$ cat config.mk
export PLATFORM = sky130hd
export DESIGN_NAME = otter_io_hub_flat
export DESIGN_NICKNAME = d
export VERILOG_FILES = /design/src/rtl/otter_io_hub_if.sv /design/src/rtl/otter_io_hub.sv /design/src/flat_wrapper.sv
export SDC_FILE = /design/constraint.sdc
export NUM_CORES = 1
export LEC_CHECK = 0
export CAP_MARGIN = 20
export CORE_MARGIN = 2
export CORE_UTILIZATION = 52
export DETAILED_ROUTE_END_ITERATION = 16
export PLACE_DENSITY_LB_ADDON = 0.25
export SKIP_CTS_REPAIR_TIMING = 1
export SYNTH_ARGS = -nofsm -noshare
export SYNTH_HDL_FRONTEND = slang
export SYNTH_SLANG_ARGS = --single-unit
$ cat constraint.sdc
create_clock -name clk -period 4.7 [get_ports clk]
set_input_delay 1.175 -clock clk [delete_from_list [all_inputs] [get_ports clk]]
set_output_delay 1.175 -clock clk [all_outputs]
set_load 0.05 [all_outputs]
$ cat src/rtl/otter_io_hub_if.sv
// otter_io_hub_if: OTTER IO bus between SoC (master) and the IO hub (slave)
interface otter_io_hub_if;
  logic [31:0] iobus_addr;
  logic [31:0] iobus_out;
  logic        iobus_wr;
  logic [31:0] iobus_in;
  modport master (output iobus_addr, iobus_out, iobus_wr, input iobus_in);
  modport slave (input iobus_addr, iobus_out, iobus_wr, output iobus_in);
endinterface

$ cat src/rtl/otter_io_hub.sv
// otter_io_hub: LED/switch/timer/button peripheral on the OTTER IO bus
module otter_io_hub #(
  parameter logic [31:0] BASE_ADDR = 32'h1100_0000,
  parameter int LED_W = 16,
  parameter int SW_W = 16
) (
  input  logic             clk,
  input  logic             rst,
  otter_io_hub_if.slave    bus,
  input  logic [SW_W-1:0]  switches,
  input  logic             button,
  output logic [LED_W-1:0] leds,
  output logic             intrpt
);
  typedef enum logic [2:0] {
    R_LEDS   = 3'd0,
    R_SW     = 3'd1,
    R_CTRL   = 3'd2,
    R_LOAD   = 3'd3,
    R_COUNT  = 3'd4,
    R_STATUS = 3'd5
  } reg_e;
  logic             hit;
  logic [2:0]       idx;
  logic [31:0]      wd;
  logic             wr_leds, wr_ctrl, wr_load, wr_stat;
  logic [LED_W-1:0] leds_q;
  logic [SW_W-1:0]  sw1_q, sw2_q;
  logic [3:0]       ctrl_q, ctrl_d;
  logic [31:0]      load_q;
  logic [31:0]      count_q, count_d;
  logic             tp_q, tp_d, bp_q, bp_d;
  logic [2:0]       btn_q;
  logic             expire;
  logic [31:0]      rd;
  assign hit = bus.iobus_addr[31:5] == BASE_ADDR[31:5];
  assign idx = bus.iobus_addr[4:2];
  assign wd = bus.iobus_out;
  assign wr_leds = bus.iobus_wr && hit && idx == R_LEDS;
  assign wr_ctrl = bus.iobus_wr && hit && idx == R_CTRL;
  assign wr_load = bus.iobus_wr && hit && idx == R_LOAD;
  assign wr_stat = bus.iobus_wr && hit && idx == R_STATUS;
  // Software writes take priority over the timer's own update; hardware sets beat W1C.
  always_comb begin
    expire = ctrl_q[0] && count_q == '0;
    count_d = wr_load ? wd :
              !ctrl_q[0] ? count_q :
              count_q != '0 ? count_q - 32'd1 :
              ctrl_q[1] ? load_q : '0;
    ctrl_d = wr_ctrl ? wd[3:0] : (expire && !ctrl_q[1]) ? {ctrl_q[3:1], 1'b0} : ctrl_q;
    tp_d = expire | (tp_q & ~(wr_stat & wd[0]));
    bp_d = (btn_q[1] & ~btn_q[2]) | (bp_q & ~(wr_stat & wd[1]));
  end
  always_ff @(posedge clk or posedge rst) begin
    if (rst) begin
      leds_q  <= '0;
      sw1_q   <= '0;
      sw2_q   <= '0;
      ctrl_q  <= '0;
      load_q  <= '0;
      count_q <= '0;
      tp_q    <= 1'b0;
      bp_q    <= 1'b0;
      btn_q   <= '0;
    end else begin
      if (wr_leds) leds_q <= wd[LED_W-1:0];
      if (wr_load) load_q <= wd;
      sw1_q   <= switches;
      sw2_q   <= sw1_q;
      ctrl_q  <= ctrl_d;
      count_q <= count_d;
      tp_q    <= tp_d;
      bp_q    <= bp_d;
      btn_q   <= {btn_q[1:0], button};
    end
  end
  always_comb begin
    case (idx)
      R_LEDS:   rd = 32'(leds_q);
      R_SW:     rd = 32'(sw2_q);
      R_CTRL:   rd = {28'd0, ctrl_q};
      R_LOAD:   rd = load_q;
      R_COUNT:  rd = count_q;
      R_STATUS: rd = {30'd0, bp_q, tp_q};
      default:  rd = '0;
    endcase
  end
  assign bus.iobus_in = hit ? rd : '0;
  assign leds = leds_q;
  assign intrpt = (tp_q & ctrl_q[2]) | (bp_q & ctrl_q[3]);
endmodule
$ cat src/flat_wrapper.sv
// flat-port wrapper written by rule: the top's interface ports become plain ports
module otter_io_hub_flat 
#(
  parameter logic [31:0] BASE_ADDR = 32'h1100_0000,
  parameter int LED_W = 16,
  parameter int SW_W = 16
)
  (clk, rst, switches, button, leds, intrpt, bus_iobus_addr, bus_iobus_out, bus_iobus_wr, bus_iobus_in);
  otter_io_hub_if bus_i ();
  input  logic clk;
  input  logic rst;
  input  logic [SW_W-1:0] switches;
  input  logic button;
  output logic [LED_W-1:0] leds;
  output logic intrpt;
  input wire logic [$bits(bus_i.iobus_addr)-1:0] bus_iobus_addr;
  input wire logic [$bits(bus_i.iobus_out)-1:0] bus_iobus_out;
  input wire logic [$bits(bus_i.iobus_wr)-1:0] bus_iobus_wr;
  output wire logic [$bits(bus_i.iobus_in)-1:0] bus_iobus_in;
  assign bus_i.iobus_addr = bus_iobus_addr;
  assign bus_i.iobus_out = bus_iobus_out;
  assign bus_i.iobus_wr = bus_iobus_wr;
  assign bus_iobus_in = bus_i.iobus_in;
  otter_io_hub #(.BASE_ADDR(BASE_ADDR), .LED_W(LED_W), .SW_W(SW_W)) u_core (.clk(clk), .rst(rst), .bus(bus_i), .switches(switches), .button(button), .leds(leds), .intrpt(intrpt));
endmodule
==> results of run 1 <==
registers in the layout, summed over array words and instances, names as in the netlist:
register        flops
u_core.count_q     32
u_core.load_q      32
u_core.leds        16
u_core.sw1_q       16
u_core.sw2_q       16
u_core.ctrl_q       4
u_core.btn_q        3
u_core.bp_q         1
u_core.tp_q         1
final timing paths:
path,startpoint,to,depth (start not counted)
worst max-delay path,bus_iobus_addr[30],bus_iobus_in[13],8
worst min-delay path,u_core.sw1_q[3],u_core.sw2_q[3],0
worst max register to register,u_core.count_q[2],u_core.count_q[29],5
worst min register to register,u_core.sw1_q[3],u_core.sw2_q[3],0
max in group asynchronous,rst,u_core.count_q[24],3
min in group asynchronous,rst,u_core.leds[2],2
cell families (layout without fill, tap and decap cells):
group	Yosys count	count (layout)	synth area share [%]
AND/OR/NAND/NOR	301	301	22.9
AO/OA/AOI/OAI	151	151	16.5
flip-flops	121	121	46.2
buffers and inverters	61	195	3.87
multiplexers	55	55	8.99
XOR/XNOR	9	9	1.20
adder cells (fa/ha/maj)	2	2	0.381
cell type report:
| cell class | count | area [µm²] | area share (%) |
|---|---|---|---|
| clock inverter | 7 | 141 | 1.56 |
| inverter | 10 | 40.0 | 0.441 |
| sequential | 121 | 3030 | 33.4 |
| timing repair buffer | 156 | 1870 | 20.7 |
| clock buffer | 22 | 484 | 5.34 |
| multi-input combinational | 518 | 3290 | 36.2 |
| tap | 172 | 215 | 2.37 |
metrics by stage:
step / hold WS [ns] / setup WS (ns) / cell area, µm²
after floorplan: 0.331 / 0.268 / 6560
after global placement: 0.332 / 0.401 / 8420
after detailed placement: 0.335 / 0.340 / 8420
after CTS: 0.347 / 0.300 / 9040
after global routing: 0.351 / 0.0972 / 9070
final: 0.345 / 0.282 / 9070
cells in the mapped netlist (8+ instances only):
library cell,number
sky130_fd_sc_hd__nor4_1,14
sky130_fd_sc_hd__mux2_1,24
sky130_fd_sc_hd__inv_1,9
sky130_fd_sc_hd__a22o_1,10
sky130_fd_sc_hd__clkbuf_1,38
sky130_fd_sc_hd__a31oi_1,17
sky130_fd_sc_hd__dfrtp_1,121
sky130_fd_sc_hd__mux2i_1,24
sky130_fd_sc_hd__buf_2,8
sky130_fd_sc_hd__o21ai_0,13
sky130_fd_sc_hd__a21oi_1,19
sky130_fd_sc_hd__a22oi_1,26
sky130_fd_sc_hd__nand2_1,136
sky130_fd_sc_hd__nor2_1,56
sky130_fd_sc_hd__nand4_1,13
sky130_fd_sc_hd__o21ai_1,13
sky130_fd_sc_hd__o31a_1,8
sky130_fd_sc_hd__nor3_1,13
critical path: stages:
cell,delay (ns)
sky130_fd_sc_hd__clkdlybuf4s50_1,0.42
sky130_fd_sc_hd__nor4_1,0.39
sky130_fd_sc_hd__nand4_1,0.19
sky130_fd_sc_hd__nor2_1,0.18
sky130_fd_sc_hd__nand2_1,0.17
sky130_fd_sc_hd__buf_4,0.26
sky130_fd_sc_hd__nor2_1,0.27
sky130_fd_sc_hd__buf_12,0.18
metal layers:
metal | global-route usage [%] | up-vias
met1 | 39.8 | 3063
met5 | 0 | -
li1 | - | 2815
met3 | 6.28 | 57
met4 | 15.4 | 0
met2 | 52.0 | 326
power by group through the flow:
stage	registers, µW	clock network [µW]	logic [µW]
global placement	1080	0	144
global route	1060	1440	164
floorplan	1080	0	45.9
CTS	1060	1400	149
finish	1060	1390	151
detailed placement	1080	0	147
==> summary by stage, run 1 <==
Layout
The final core area utilization is just over 70%. The most common cell after layout, fill and taps aside is sky130_fd_sc_hd__nand2_1. Of the cells placed in the final design, the portion with a size suffix greater than 1 is between 10 and 15%. The count of nets after finishing is roughly 900. The top cell types in the final layout, fill and taps aside, are 136 x sky130_fd_sc_hd__nand2_1, 121 x sky130_fd_sc_hd__dfrtp_1, 98 x sky130_fd_sc_hd__clkdlybuf4s50_1, 56 x sky130_fd_sc_hd__nor2_1, 35 x sky130_fd_sc_hd__buf_12. Excluding fillers, the count of instances in the completed layout stands at between 1,000 and 1,500. The growth of design area from synthesis to finish is 38.3%.

Fill cells in the final layout number between 800 and 900. The number of inserted diodes is 0.

Setup path
The critical path class is input port to output pin. Data on the critical path is required at its endpoint by 3.52 ns. The worst setup path is captured at an output pin. The startpoint type of the worst setup path is an input port. In this run the register-to-register setup slack is between 1.5 and 2 ns. The maximum fanout encountered on the critical timing path is 15. STA puts the critical path data arrival time at approximately 3.2 ns.

Routing
The routed layout has ~6,300 vias. After detailed routing, the number of remaining DRC violations is 0. For this block, wires on met1 add up to about 8.1 mm. Dividing the detail-routed via count by the number of cells gives around 6.2. The first detailed-routing pass took 6 iterations. Summed over all layers, the routed wires come to just over 20 mm. In this run the remaining antenna-violating nets after routing total 0.

The highest metal layer with signal wires is met4. The met3 wire length is roughly 1.5 mm. After the first detailed-routing iteration, the DRC count stood at approximately 630. The amount of wire on met2 after detailed routing is a little over 10 mm. Dividing the detail-routed wire length by the instance count gives 20.2 µm.

Synth
The post-synthesis instance total is 700. The library cell with the largest summed area after synthesis is sky130_fd_sc_hd__dfrtp_1. Counting distinct cell types in the post-synthesis netlist gives 66. The area share of the leading cell type in the synthesized netlist is 46.2%. The flip-flop cell with the highest count after synthesis is sky130_fd_sc_hd__dfrtp_1. The synthesis warning total is 0. The proportion of synthesized flip-flops having asynchronous set or reset is 100%.

Counting flops and latches in the post-synthesis netlist gives about 120. The count of flip-flops with a built-in enable after synthesis is 0. Counting every net in the synthesized netlist gives between 700 and 800. The synthesized netlist occupies a cell area of approximately 6600 µm². The synthesized area per cell is approximately 9.4 µm². Yosys attributes the largest share of cell area to sky130_fd_sc_hd__dfrtp_1 46%, sky130_fd_sc_hd__nand2_1 7.8%, sky130_fd_sc_hd__mux2_1 4.1%. For this run, the register share of the synthesized area comes to a little under half.

Die
The initial core utilization is roughly 53%. The core footprint is ~12,000 µm². The die outline area is 13,500 µm². Measured along the x axis, the die boundary spans roughly 120 µm. The total I/O pin count is around 130. The die span in y is ~120 µm. The floorplan has slightly above 40 rows.

Timing
The count of final setup violators is 0. The worst path needs approximately 4.4 ns of the cycle, external delays included. The measured slew at the worst slew-check pin is around 1.1 ns. Setup repair after global routing left no endpoint under its margin. The hold violation count in the final report is 0. Setup total negative slack on the finished layout was measured at 0 ns. The final critical path takes up roughly 94% of the cycle. The final max-slew violation count came to 0. The fmax is about 230 MHz. The setup skew after layout is slightly above 0.008 ns.

The normalized max-slew margin is 27.4%.

Clock network
The maximum clock path buffer count is 2. The maximum level of the CTS H-tree is 4. After clock tree synthesis, the clock-pin slew on the worst setup and hold paths is around 0.050 ns. Counting the buffers created by CTS gives 17.

The master cell of the clock root buffer is sky130_fd_sc_hd__clkbuf_16. The clock tree from TritonCTS is built. Clock tree synthesis found a total of 121 sinks.

The later pin in the worst-skew pair is clocked with a latency of ~0.42 ns.

Global route
The pin count of the biggest net entering global routing is 82. The number of global-route vias before repair is ~6,300. The first-pass GRT wire length is about 33 mm. The global-route usage over all layers is 31.5%.

The number of antenna violations at the first check in global routing is 0. The total global routing overflow is 0.

Pwr
The relative contribution of combinational cells to total power is 5.8%. Net switching is roughly 20% of the power. The power density over the cells is roughly 290 nW/µm². The part of the total power dissipated in the clock network is roughly 53%. Per report_power, the sequential group accounts for between 40 and 50% of the total. The cell internal power dissipation is about 2100 µW. The standby leakage power is between 0.003 and 0.004 µW. The sum of internal, switching and leakage power is 2600 µW. Summed over all nets, the switching power comes to roughly 530 µW.

The peak ir drop on the vdd network is roughly 0.00022 V.

Placement
During placement, the flow inserted port buffers numbering 130. Detailed placement ended at an HPWL of 13.5 mm. The number of cells in the design after placement is 976.

Routability-driven placement finished with a final weighted congestion of ~0.9.

Job
The tool flagged a number of max-cap violations equal to 0.

Outcome
The flow ran to the end, and the final reports show no timing, DRC or antenna violations.

Hold path
The worst min-delay path class is flop to flop.
(Power assumes the default switching activity.)
==> inputs of run 2 (changes only) <==
Clock period 4.7 ns to 4.4 ns, I/O delays scaled along.
==> run 2 against run 1 <==
  * Sequential power up 7%
  * Cell count increased by 0.40%
  * Worst setup slack worse by 0.073 ns
==> summary by stage, run 2 (synthesized netlist as in run 1, its figures left out) <==
Outcome
The flow ran to the end, and the final reports show no timing, DRC or antenna violations.

Timing
The count of final setup violators is 0 (unchanged). Setup repair after global routing left no endpoint under its margin. The normalized max-slew margin is 31.1% (+3.7 points). The final-layout setup total negative slack is 0 ns (unchanged). The setup skew after layout was 0.00804 ns (-0.0000618 ns).

The final max-slew violation count is 0 (unchanged). The time the worst path needs with I/O delays and setup is ~4.2 ns. The measured slew at the worst slew-check pin is 1.02 ns (-0.0645 ns). The hold violation count in the final report was 0 (unchanged). The portion of the clock cycle consumed by the worst path in the final layout is a little over nine tenths.

The fmax is about 240 MHz.

Routing
The average wire length per cell after detail routing came to 20.0 µm (-0.75%). The detail-routed via count per cell is 6.22 (-0.13%). The count of vias placed by the detailed router came to 6,278 (+0.27%).

The final antenna-violating net count is 0 (unchanged). The wire length after detailed routing is 20.2 mm (-0.35%). The count of TritonRoute iterations in the first routing pass is 6 (unchanged). The number of DRC violations after detailed-routing iteration 0 is 688 (+8.5%). The number of remaining DRC errors is 0 (unchanged).

Die
The horizontal extent of the die was 116 µm (unchanged). The die span in y is 116 µm (unchanged). The number of rows created at floorplan is 41 (unchanged). The initial core utilization was 52.6% (unchanged). The core footprint is 12,500 µm² (unchanged). The die outline area is 13,500 µm² (unchanged). The total I/O pin count is 133 (unchanged).

Pwr
The relative contribution of combinational cells to total power is 5.7% (about the same). The peak ir drop on the vdd network is 0.000239 V (+6.7%). The power density over the cells was 308 nW/µm² (+7.3%). The cell internal power dissipation was 2180 µW (+5.3%). The switching portion of total power is 21.8% (+1.5 points). The part of the power in registers came to 40.6% (-0.2 points). The total net switching power came to 608 µW (+15%). The part of the total power dissipated in the clock network is 53.6% (+0.3 points). The standby leakage power is 0.00377 µW (-0.16%).

Setup path
The data arrival time of the critical path is 3.09 ns (-0.15 ns). The critical path endpoint category is an output pin. The worst setup path endpoint is bus_iobus_in[3]. The capture point of the worst reg-to-reg path is u_core.count_q[15]. The number of cell instances on the worst register-to-register path is 5 (unchanged). The startpoint type of the worst setup path is an input port.

The maximum fanout encountered on the critical timing path is 16 (+1). The critical path class is input port to output pin. The setup slack of the worst register-to-register path is 1.11 ns (-0.75 ns). The startpoint of the worst-slack reg-to-reg timing path is u_core.count_q[4]. The data required time of the critical path is 3.30 ns (-0.22 ns). The launching instance or port of the critical path is bus_iobus_addr[14].

Clock network
The clock insertion delay at the later pin of the skew report is 0.42 ns (about the same). The number of buffers created by CTS is 17 (unchanged). The maximum level of the CTS H-tree is 4 (unchanged).

The maximum clock path buffer count is 2 (unchanged). CTS placed an instance of sky130_fd_sc_hd__clkbuf_16 at the clock tree root. The sink count of the clock tree is 121 (unchanged). The CTS clock-pin slew for the worst setup and hold paths is 0.05 ns (about the same). TritonCTS built the clock tree.

Job
The number of maximum-capacitance violations is 0 (unchanged).

Global route
The number of global-route vias before repair is 6,431 (+1.3%). The first-pass GRT wire length is 32.8 mm (+0.38%). The global-route usage over all layers came to 31.4% (-0.054 points). The number of antenna violations at the first check in global routing is 0 (unchanged). The total global routing overflow came to 0 (unchanged). The pin count of the biggest net entering global routing was 76 (-7.3%).

Layout
The number of inserted diodes is 0 (unchanged). The final core area utilization is 72.7% (about the same). The count of nets after finishing was 911 (+0.11%).

The most common cell after layout, fill and taps aside is sky130_fd_sc_hd__nand2_1. In the final layout, the registers with the most flip-flops are u_core.count_q: 32 flops, u_core.load_q: 32 flops. The filler cell count in the final layout was 880 (-2.1%). The share of final-layout standard cells stronger than drive strength 1 is 14.3% (+0.41 points). The summed area of non-filler cells in the final layout is 9070 µm² (about the same). In the layout the commonest cells are 136 x sky130_fd_sc_hd__nand2_1, 121 x sky130_fd_sc_hd__dfrtp_1, 98 x sky130_fd_sc_hd__clkdlybuf4s50_1, 56 x sky130_fd_sc_hd__nor2_1, 35 x sky130_fd_sc_hd__buf_12. The growth of design area from synthesis to finish is 38.2% (about the same).

The count of non-filler cells in the finished layout is 1,010 (+0.40%).

Placement
The weighted congestion reported at the end of routability-driven placement is 0.907 (+1.6%). The number of cells in the design after placement is 978 (+0.20%). The cell area after placement is 8430 µm² (+0.18%). The number of port buffers was 130 (unchanged). The post-detailed-placement half-perimeter wirelength came to 13.4 mm (-0.84%).

Hold path
The worst min-delay path class is flop to flop.
[run 2: changes by cell type in the layout (fill, tap and decap cells not counted), sizes merged]
cell,delta
clkbuf,-3
clkinvlp,+2
inv,+3
buf,+1
clkinv,+1
[run 2: layout make-up]
type / instances / area (µm²) / share of cell area (%)
clock buffers: 19 / 443 / 4.89
repair buffers: 157 / 1860 / 20.5
flip-flops and latches: 121 / 3030 / 33.4
well taps: 172 / 215 / 2.37
multi-input cells: 518 / 3290 / 36.3
inverters: 10 / 40.0 / 0.442
clock inverters: 13 / 191 / 2.11
[run 2: power groups by stage]
stage                     combinational, µW  sequential [µW]  clock (µW)
final                                   160             1130        1500
after global routing                    173             1130        1560
after CTS                               161             1130        1510
after detailed placement                160             1150           0
after global placement                  156             1150           0
after floorplan                        49.1             1150           0
[run 2: worst min path at each step]
stage / end / from / cells past startpoint / slack (ns)
global route: u_core.sw2_q[8] / u_core.sw1_q[8] / 0 / 0.35
CTS: u_core.sw2_q[8] / u_core.sw1_q[8] / 0 / 0.35
floorplan: u_core.btn_q[1] / u_core.btn_q[0] / 0 / 0.33
finish: u_core.sw2_q[10] / u_core.sw1_q[10] / 0 / 0.35
detailed placement: u_core.sw2_q[8] / u_core.sw1_q[8] / 0 / 0.34
global placement: u_core.sw2_q[10] / u_core.sw1_q[10] / 0 / 0.33
[run 2: through the flow]
| stage | worst slack [ns] | power, µW | hold WS, ns |
|---|---|---|---|
| 2_1_floorplan | 0.0858 | 1200 | 0.331 |
| 3_3_place_gp | 0.295 | 1310 | 0.332 |
| 3_5_place_dp | 0.265 | 1310 | 0.336 |
| 4_1_cts | 0.253 | 2800 | 0.349 |
| 5_1_grt | 0.0671 | 2870 | 0.352 |
| 6_report | 0.209 | 2790 | 0.347 |
[run 2: critical path: stages]
cell                              delay [ns]
sky130_fd_sc_hd__clkdlybuf4s50_1        0.42
sky130_fd_sc_hd__nor4_1                 0.39
sky130_fd_sc_hd__nand4_1                0.17
sky130_fd_sc_hd__nor2_1                 0.17
sky130_fd_sc_hd__nand2_1                0.16
sky130_fd_sc_hd__buf_4                  0.25
sky130_fd_sc_hd__nor2_1                 0.26
sky130_fd_sc_hd__buf_12                 0.18
[run 2: metal layers]
metal	up-vias	track usage [%]	share of wire, %
li1	2818	-	-
met1	3025	40.4	39
met2	374	51.4	49
met3	61	6.95	8.9
met4	0	13.8	2.9
met5	-	0	0
==> inputs of run 3 (changes only) <==
Settings changed: SLEW_MARGIN set to 20.
==> results of run 3 <==
Final layout, timing and power as in run 2 (identical DEF).
